$ cat src/rtl/unary_accum_nch_if.sv
// Bus bundle for the unary pulse-count accumulator: control, unary lanes and registered results.
// The master drives control and lanes; the slave (the accumulator) returns the registered outputs.
interface unary_accum_nch_if #(
  parameter int NCH = 4,
  parameter int CW  = 4
);
  logic           en;
  logic           clr;
  logic           mode;
  logic [NCH-1:0] din;
  logic           dout;
  logic           carry;
  logic           done;
  logic [CW-1:0]  count;

  modport master (
    output en, clr, mode, din,
    input  dout, carry, done, count
  );

  modport slave (
    input  en, clr, mode, din,
    output dout, carry, done, count
  );
endinterface

$ cat src/rtl/unary_accum_nch.sv
// Unary pulse-count accumulator: sums the 1s on NCH lanes into a modulo-MOD (or saturating)
// counter, and drains the stored count as a run of 1s on dout.
module unary_accum_nch #(
  parameter int NCH = 4,
  parameter int MOD = 15,
  parameter bit SAT = 1'b0
) (
  input  logic              clk,
  input  logic              rst_n,
  unary_accum_nch_if.slave  bus
);
  localparam int CW = $clog2(MOD);
  localparam int SW = CW + 1;
  localparam int OW = $clog2(NCH + 1);

  typedef enum logic {
    MODE_ACCUM = 1'b0,
    MODE_DRAIN = 1'b1
  } mode_e;

  logic [CW-1:0] count_q, count_d;
  logic          dout_q, dout_d;
  logic          carry_q, carry_d;
  logic          done_q, done_d;

  logic [OW-1:0] ones;
  logic [SW-1:0] sum;
  mode_e         mode;

  assign mode = mode_e'(bus.mode);

  always_comb begin
    ones = '0;
    for (int i = 0; i < NCH; i++) begin
      ones = ones + OW'(bus.din[i]);
    end
  end

  // One extra bit so count + ones never truncates before the modulus compare.
  assign sum = {1'b0, count_q} + SW'(ones);

  always_comb begin
    // NOTE: every output of this block gets a default first, so no path can infer a latch.
    count_d = count_q;
    dout_d  = 1'b0;
    carry_d = 1'b0;
    done_d  = 1'b0;

    unique case (mode)
      MODE_ACCUM: begin
        if (SAT) begin
          if (sum > SW'(MOD - 1)) begin
            count_d = CW'(MOD - 1);
            carry_d = 1'b1;
          end else begin
            count_d = sum[CW-1:0];
          end
        end else begin
          // NCH < MOD guarantees at most one wrap per cycle.
          if (sum >= SW'(MOD)) begin
            count_d = CW'(sum - SW'(MOD));
            carry_d = 1'b1;
          end else begin
            count_d = sum[CW-1:0];
          end
        end
      end
      MODE_DRAIN: begin
        if (count_q != '0) begin
          count_d = count_q - CW'(1);
          dout_d  = 1'b1;
          done_d  = (count_q == CW'(1));
        end
      end
      default: ;
    endcase
  end

  // NOTE: state uses non-blocking assignments so all registers update together at the edge.
  always_ff @(posedge clk or negedge rst_n) begin
    if (!rst_n) begin
      count_q <= '0;
      dout_q  <= 1'b0;
      carry_q <= 1'b0;
      done_q  <= 1'b0;
    end else if (bus.clr) begin
      count_q <= '0;
      dout_q  <= 1'b0;
      carry_q <= 1'b0;
      done_q  <= 1'b0;
    end else if (bus.en) begin
      count_q <= count_d;
      dout_q  <= dout_d;
      carry_q <= carry_d;
      done_q  <= done_d;
    end
  end

  assign bus.count = count_q;
  assign bus.dout  = dout_q;
  assign bus.carry = carry_q;
  assign bus.done  = done_q;
endmodule

$ cat src/flat_wrapper.sv
// flat-port wrapper written by rule: the top's interface ports become plain ports
module unary_accum_nch_flat 
#(
  parameter int NCH = 4,
  parameter int MOD = 15,
  parameter bit SAT = 1'b0
)
  (clk, rst_n, bus_en, bus_clr, bus_mode, bus_din, bus_dout, bus_carry, bus_done, bus_count);
  unary_accum_nch_if #(.NCH(NCH), .CW(($clog2(MOD)))) bus_i ();
  input  logic clk;
  input  logic rst_n;
  input wire logic [$bits(bus_i.en)-1:0] bus_en;
  input wire logic [$bits(bus_i.clr)-1:0] bus_clr;
  input wire logic [$bits(bus_i.mode)-1:0] bus_mode;
  input wire logic [$bits(bus_i.din)-1:0] bus_din;
  output wire logic [$bits(bus_i.dout)-1:0] bus_dout;
  output wire logic [$bits(bus_i.carry)-1:0] bus_carry;
  output wire logic [$bits(bus_i.done)-1:0] bus_done;
  output wire logic [$bits(bus_i.count)-1:0] bus_count;
  assign bus_i.en = bus_en;
  assign bus_i.clr = bus_clr;
  assign bus_i.mode = bus_mode;
  assign bus_i.din = bus_din;
  assign bus_dout = bus_i.dout;
  assign bus_carry = bus_i.carry;
  assign bus_done = bus_i.done;
  assign bus_count = bus_i.count;
  unary_accum_nch #(.NCH(NCH), .MOD(MOD), .SAT(SAT)) u_core (.clk(clk), .rst_n(rst_n), .bus(bus_i));
endmodule
$ cat config.mk
export PLATFORM = sky130hd
export DESIGN_NAME = unary_accum_nch_flat
export DESIGN_NICKNAME = d
export VERILOG_FILES = /design/src/rtl/unary_accum_nch_if.sv /design/src/rtl/unary_accum_nch.sv /design/src/flat_wrapper.sv
export SDC_FILE = /design/constraint.sdc
export NUM_CORES = 1
export LEC_CHECK = 0
export ABC_AREA = 1
export CORE_MARGIN = 1
export CORE_UTILIZATION = 23
export DETAILED_ROUTE_END_ITERATION = 10
export GPL_ROUTABILITY_DRIVEN = 0
export GPL_TIMING_DRIVEN = 0
export PLACE_DENSITY = 0.43
export SYNTH_ARGS = -nofsm -noshare
export SYNTH_HDL_FRONTEND = slang
export SYNTH_SLANG_ARGS = --single-unit
export TNS_END_PERCENT = 20
$ cat constraint.sdc
create_clock -name clk -period 4.6 [get_ports clk]
set_clock_uncertainty 0.2 [all_clocks]
set_input_delay 0.69 -clock clk [delete_from_list [all_inputs] [get_ports clk]]
set_output_delay 0.69 -clock clk [all_outputs]
set_load 0.05 [all_outputs]
==> run_results.csv <==
group,metric,value,unit
logic_synthesis,synth-compound-area-share,8.25,%
detailed_routing,detailedRoute.firstIterationViolations,21,
logic_synthesis,postSynthNetCount,123,
finish,layout-drive-gt1-share,10.6,%
worst_setup_path,timing.critical_path.from_type,"input port",
finish,seqCellArea,175,um2
logic_synthesis,synth_most_common_cell,"nand2_1",
worst_setup_path,crit_slowest_cell,"fa_1",
finish,area_growth,31.8,%
finish,diodes,0,
finish,multi_input_area,485,um2
sta,finalMaxSlewViolations,0,
floorplan,fp.coreArea,0.00303,mm2
global_routing,pin_count_of_the_biggest_net_entering_global_routing,8,
hold_path,min_path_type,"reg -> reg",
worst_setup_path,worstPathCellList,"clkdlybuf4s50_1 > ha_1 > inv_1 > fa_1 > inv_1 > ha_1 > fa_1 > ha_1 > inv_1 > nor2_1 > nand3_2 > nand3_2 > nand2_1 > nand2_1 > nand2_1 > nand2_1 > nand2_1",
logic_synthesis,synthesis.instances,104,
floorplan,die_width,58.3,um
worst_setup_path,timing.critical_path.fanout_max,4,
cts,clkLatencyLatePin,0.25,ns
cts,post_cts_buffers,0,
sta,finalHoldViolCount,0,
logic_synthesis,yosysWarnings,0,
logic_synthesis,synth_xor_xnor_area_share,1.20,%
logic_synthesis,synthSimpleGateAreaFrac,38.0,%
cts,ctsHoldBuffers,0,
global_routing,antenna_found_initial,0,
logic_synthesis,post_synth_main_area_contributors,"dfrtp_1 (24%), nand2_1 (16%), ha_1 (14%)",
sta,slew-limit-headroom,66.8,%
placed_design,place_area,933,um2
logic_synthesis,synth_mux_area_share,0,%
finish,finalInstanceArea,960,um2
detailed_routing,wl_per_cell,10.1,um
sta,fmax,275,MHz
detailed_routing,dr_total_vias,690,
sta,worst_max_slew_pin_slew,0.497,ns
finish,final.fill_count,333,
cts,buffers_from_clock_root_to_sink_at_most,2,
worst_setup_path,cp_data_arrival_time,3.57,ns
detailed_routing,drt_pre_antenna_iters,4,
worst_setup_path,worstSetupEndpointType,"flip-flop",
detailed_routing,routed_via_density,4.13,
logic_synthesis,synthFlopType,"dfrtp_1",
worst_setup_path,worstSetupPathType,"in -> reg",
floorplan,die_h,58.3,um
sta,final.period_utilization,79.1,%
logic_synthesis,yosys.cell_types.count,20,
power_and_ir_drop,total_leakage_power,0.492,nW
logic_synthesis,synthesis.area,728,um2
logic_synthesis,synthDominantAreaCellType,"dfrtp_1",
logic_synthesis,synthArstFlopShare,100,%
detailed_routing,drt_wl_total,1.68,mm
logic_synthesis,synth_top_family_by_area,"simple AND/OR/NAND/NOR gates",
global_routing,grt_overflow,0,
worst_setup_path,path_depth,17,
cts,cts_htree_levels,1,
logic_synthesis,share_of_the_synthesized_area_in_the_top_cell_type,24.1,%
cts,tritoncts_num_sinks,7,
sta,holdWs,0.286,ns
logic_synthesis,synth.ff_latch_count,7,
hold_path,hold_path_cells,2,
sta,min_period,3.64,ns
status,status,"complete, no violations",
floorplan,die_area,0.00339,mm2
worst_setup_path,critPathMostFrequentCell,"nand2_1",
logic_synthesis,seq_area_frac_synth,24.1,%
cts,cts_made_buffers,3,
floorplan,initial_utilization,24.0,%
logic_synthesis,synthesis.area_per_instance,7.00,um2
sta,fin_setup_tns,0,ns
worst_setup_path,worst-r2r-cell-count,12,
floorplan,placementRows,20,
worst_setup_path,worstPathBufferInverterCount,4,
worst_setup_path,critical_path.top_delay_family,"adder cells",
cts,postCtsResizedCells,0,
cts,root_buffer,"clkbuf_4",
finish,fin_cells,167,
detailed_routing,drt.antenna.violating_nets,0,
detailed_routing,post-route-drc-count,0,
global_routing,number_of_global_route_vias_before_repair,615,
placed_design,detailed_place_hpwl,1.41,mm
worst_setup_path,critical_path_required,4.53,ns
global_routing,groute.usage.overall,10.8,%
cts,tritoncts,"yes",
finish,design.final.nets,143,
placed_design,io_buffers,15,
worst_setup_path,cpPeakStageDelay,0.54,ns
placed_design,dp.cells,163,
sta,setup_slack,0.960,ns
power_and_ir_drop,power.density_cell_area,566,mW/mm2
floorplan,ioPinCount,16,
cts,clk_transition_reported_paths,0.05,ns
logic_synthesis,ys_top_cells_by_count,"nand2_1 (32), inv_1 (17), ha_1 (8)",
logic_synthesis,synth_enable_flop_cells,0,
flow_run,drv_cap,0,
placed_design,dpl_worst_slack,0.675,ns
power_and_ir_drop,worst_ir_drop_vdd,0.000153,V
sta,finalSetupViolations,0,
global_routing,grt_pass1_wl,2.84,mm
sta,grt_setup_unrepaired,"no",
logic_synthesis,synth_fa_ha_area_share,19.2,%
flip-flops by register name (all words and copies together), names as in the netlist:
name              count
u_core.bus.carry      1
u_core.bus.count      4
u_core.bus.done       1
u_core.bus.dout       1
cell families after synthesis:
logic type               count (synthesis)
flip-flops                               7
buffers and inverters                   18
adder cells (fa/ha/maj)                 10
AO/OA/AOI/OAI                           11
AND/OR/NAND/NOR                         57
XOR/XNOR                                 1
final cells by class:
type,count,share of cell area [%]
Multi-Input combinational cell,79,50.6
Clock buffer,4,2.74
Sequential cell,7,18.3
Timing Repair Buffer,15,15.6
Inverter,18,7.04
Tap cell,44,5.74
per-layer routing:
layer  up-vias  part of all wire [%]  global-route usage, %
met5         -                     0                      0
met4         0                     0                   1.02
met3         0                   1.5                   3.35
met2         4                    44                   16.1
met1       310                    54                   15.9
li1        376                     -                      -
cell usage in the layout, fill, tap and decap left out, types with 2 or more instances in the layout:
master	n
clkbuf_4	3
nand3_2	5
nand2_1	32
clkdlybuf4s50_1	15
fa_1	2
o21ai_0	2
a21oi_1	5
nand4_1	3
dfrtp_1	7
inv_1	17
a31oi_1	2
nor2_1	6
ha_1	8
nand3_1	7
power by group:
part	switching, mW	internal, mW
combinational	0.240	0.141
clock	0.0224	0.0331
sequential	0.0285	0.0788
worst paths after layout:
kind | from | end | slack, ns
setup / recovery | bus_din[1] | u_core.bus.count[2]$_DFFE_PN0P_ | 0.96
hold / removal | u_core.bus.dout$_DFFE_PN0P_ | u_core.bus.dout$_DFFE_PN0P_ | 0.29
setup reg to reg | u_core.bus.count[0]$_DFFE_PN0P_ | u_core.bus.count[2]$_DFFE_PN0P_ | 2.14
hold reg to reg | u_core.bus.dout$_DFFE_PN0P_ | u_core.bus.dout$_DFFE_PN0P_ | 0.29
max in group asynchronous | rst_n | u_core.bus.count[1]$_DFFE_PN0P_ | 3.43
min in group asynchronous | rst_n | u_core.bus.carry$_DFFE_PN0P_ | 0.51
tightest hold or removal path: stages (launching register included):
cell     delay, ns
dfrtp_1       0.34
nand2_1       0.05
nand2_1       0.06
stage by stage:
step | utilization, % | total power, mW
3_5_place_dp | 30.8 | 0.495
4_1_cts | 31.7 | 0.554
2_1_floorplan | - | 0.391
3_3_place_gp | 30.8 | 0.491
5_1_grt | 31.7 | 0.608
6_report | 31.7 | 0.544
(Power assumes the default switching activity.)
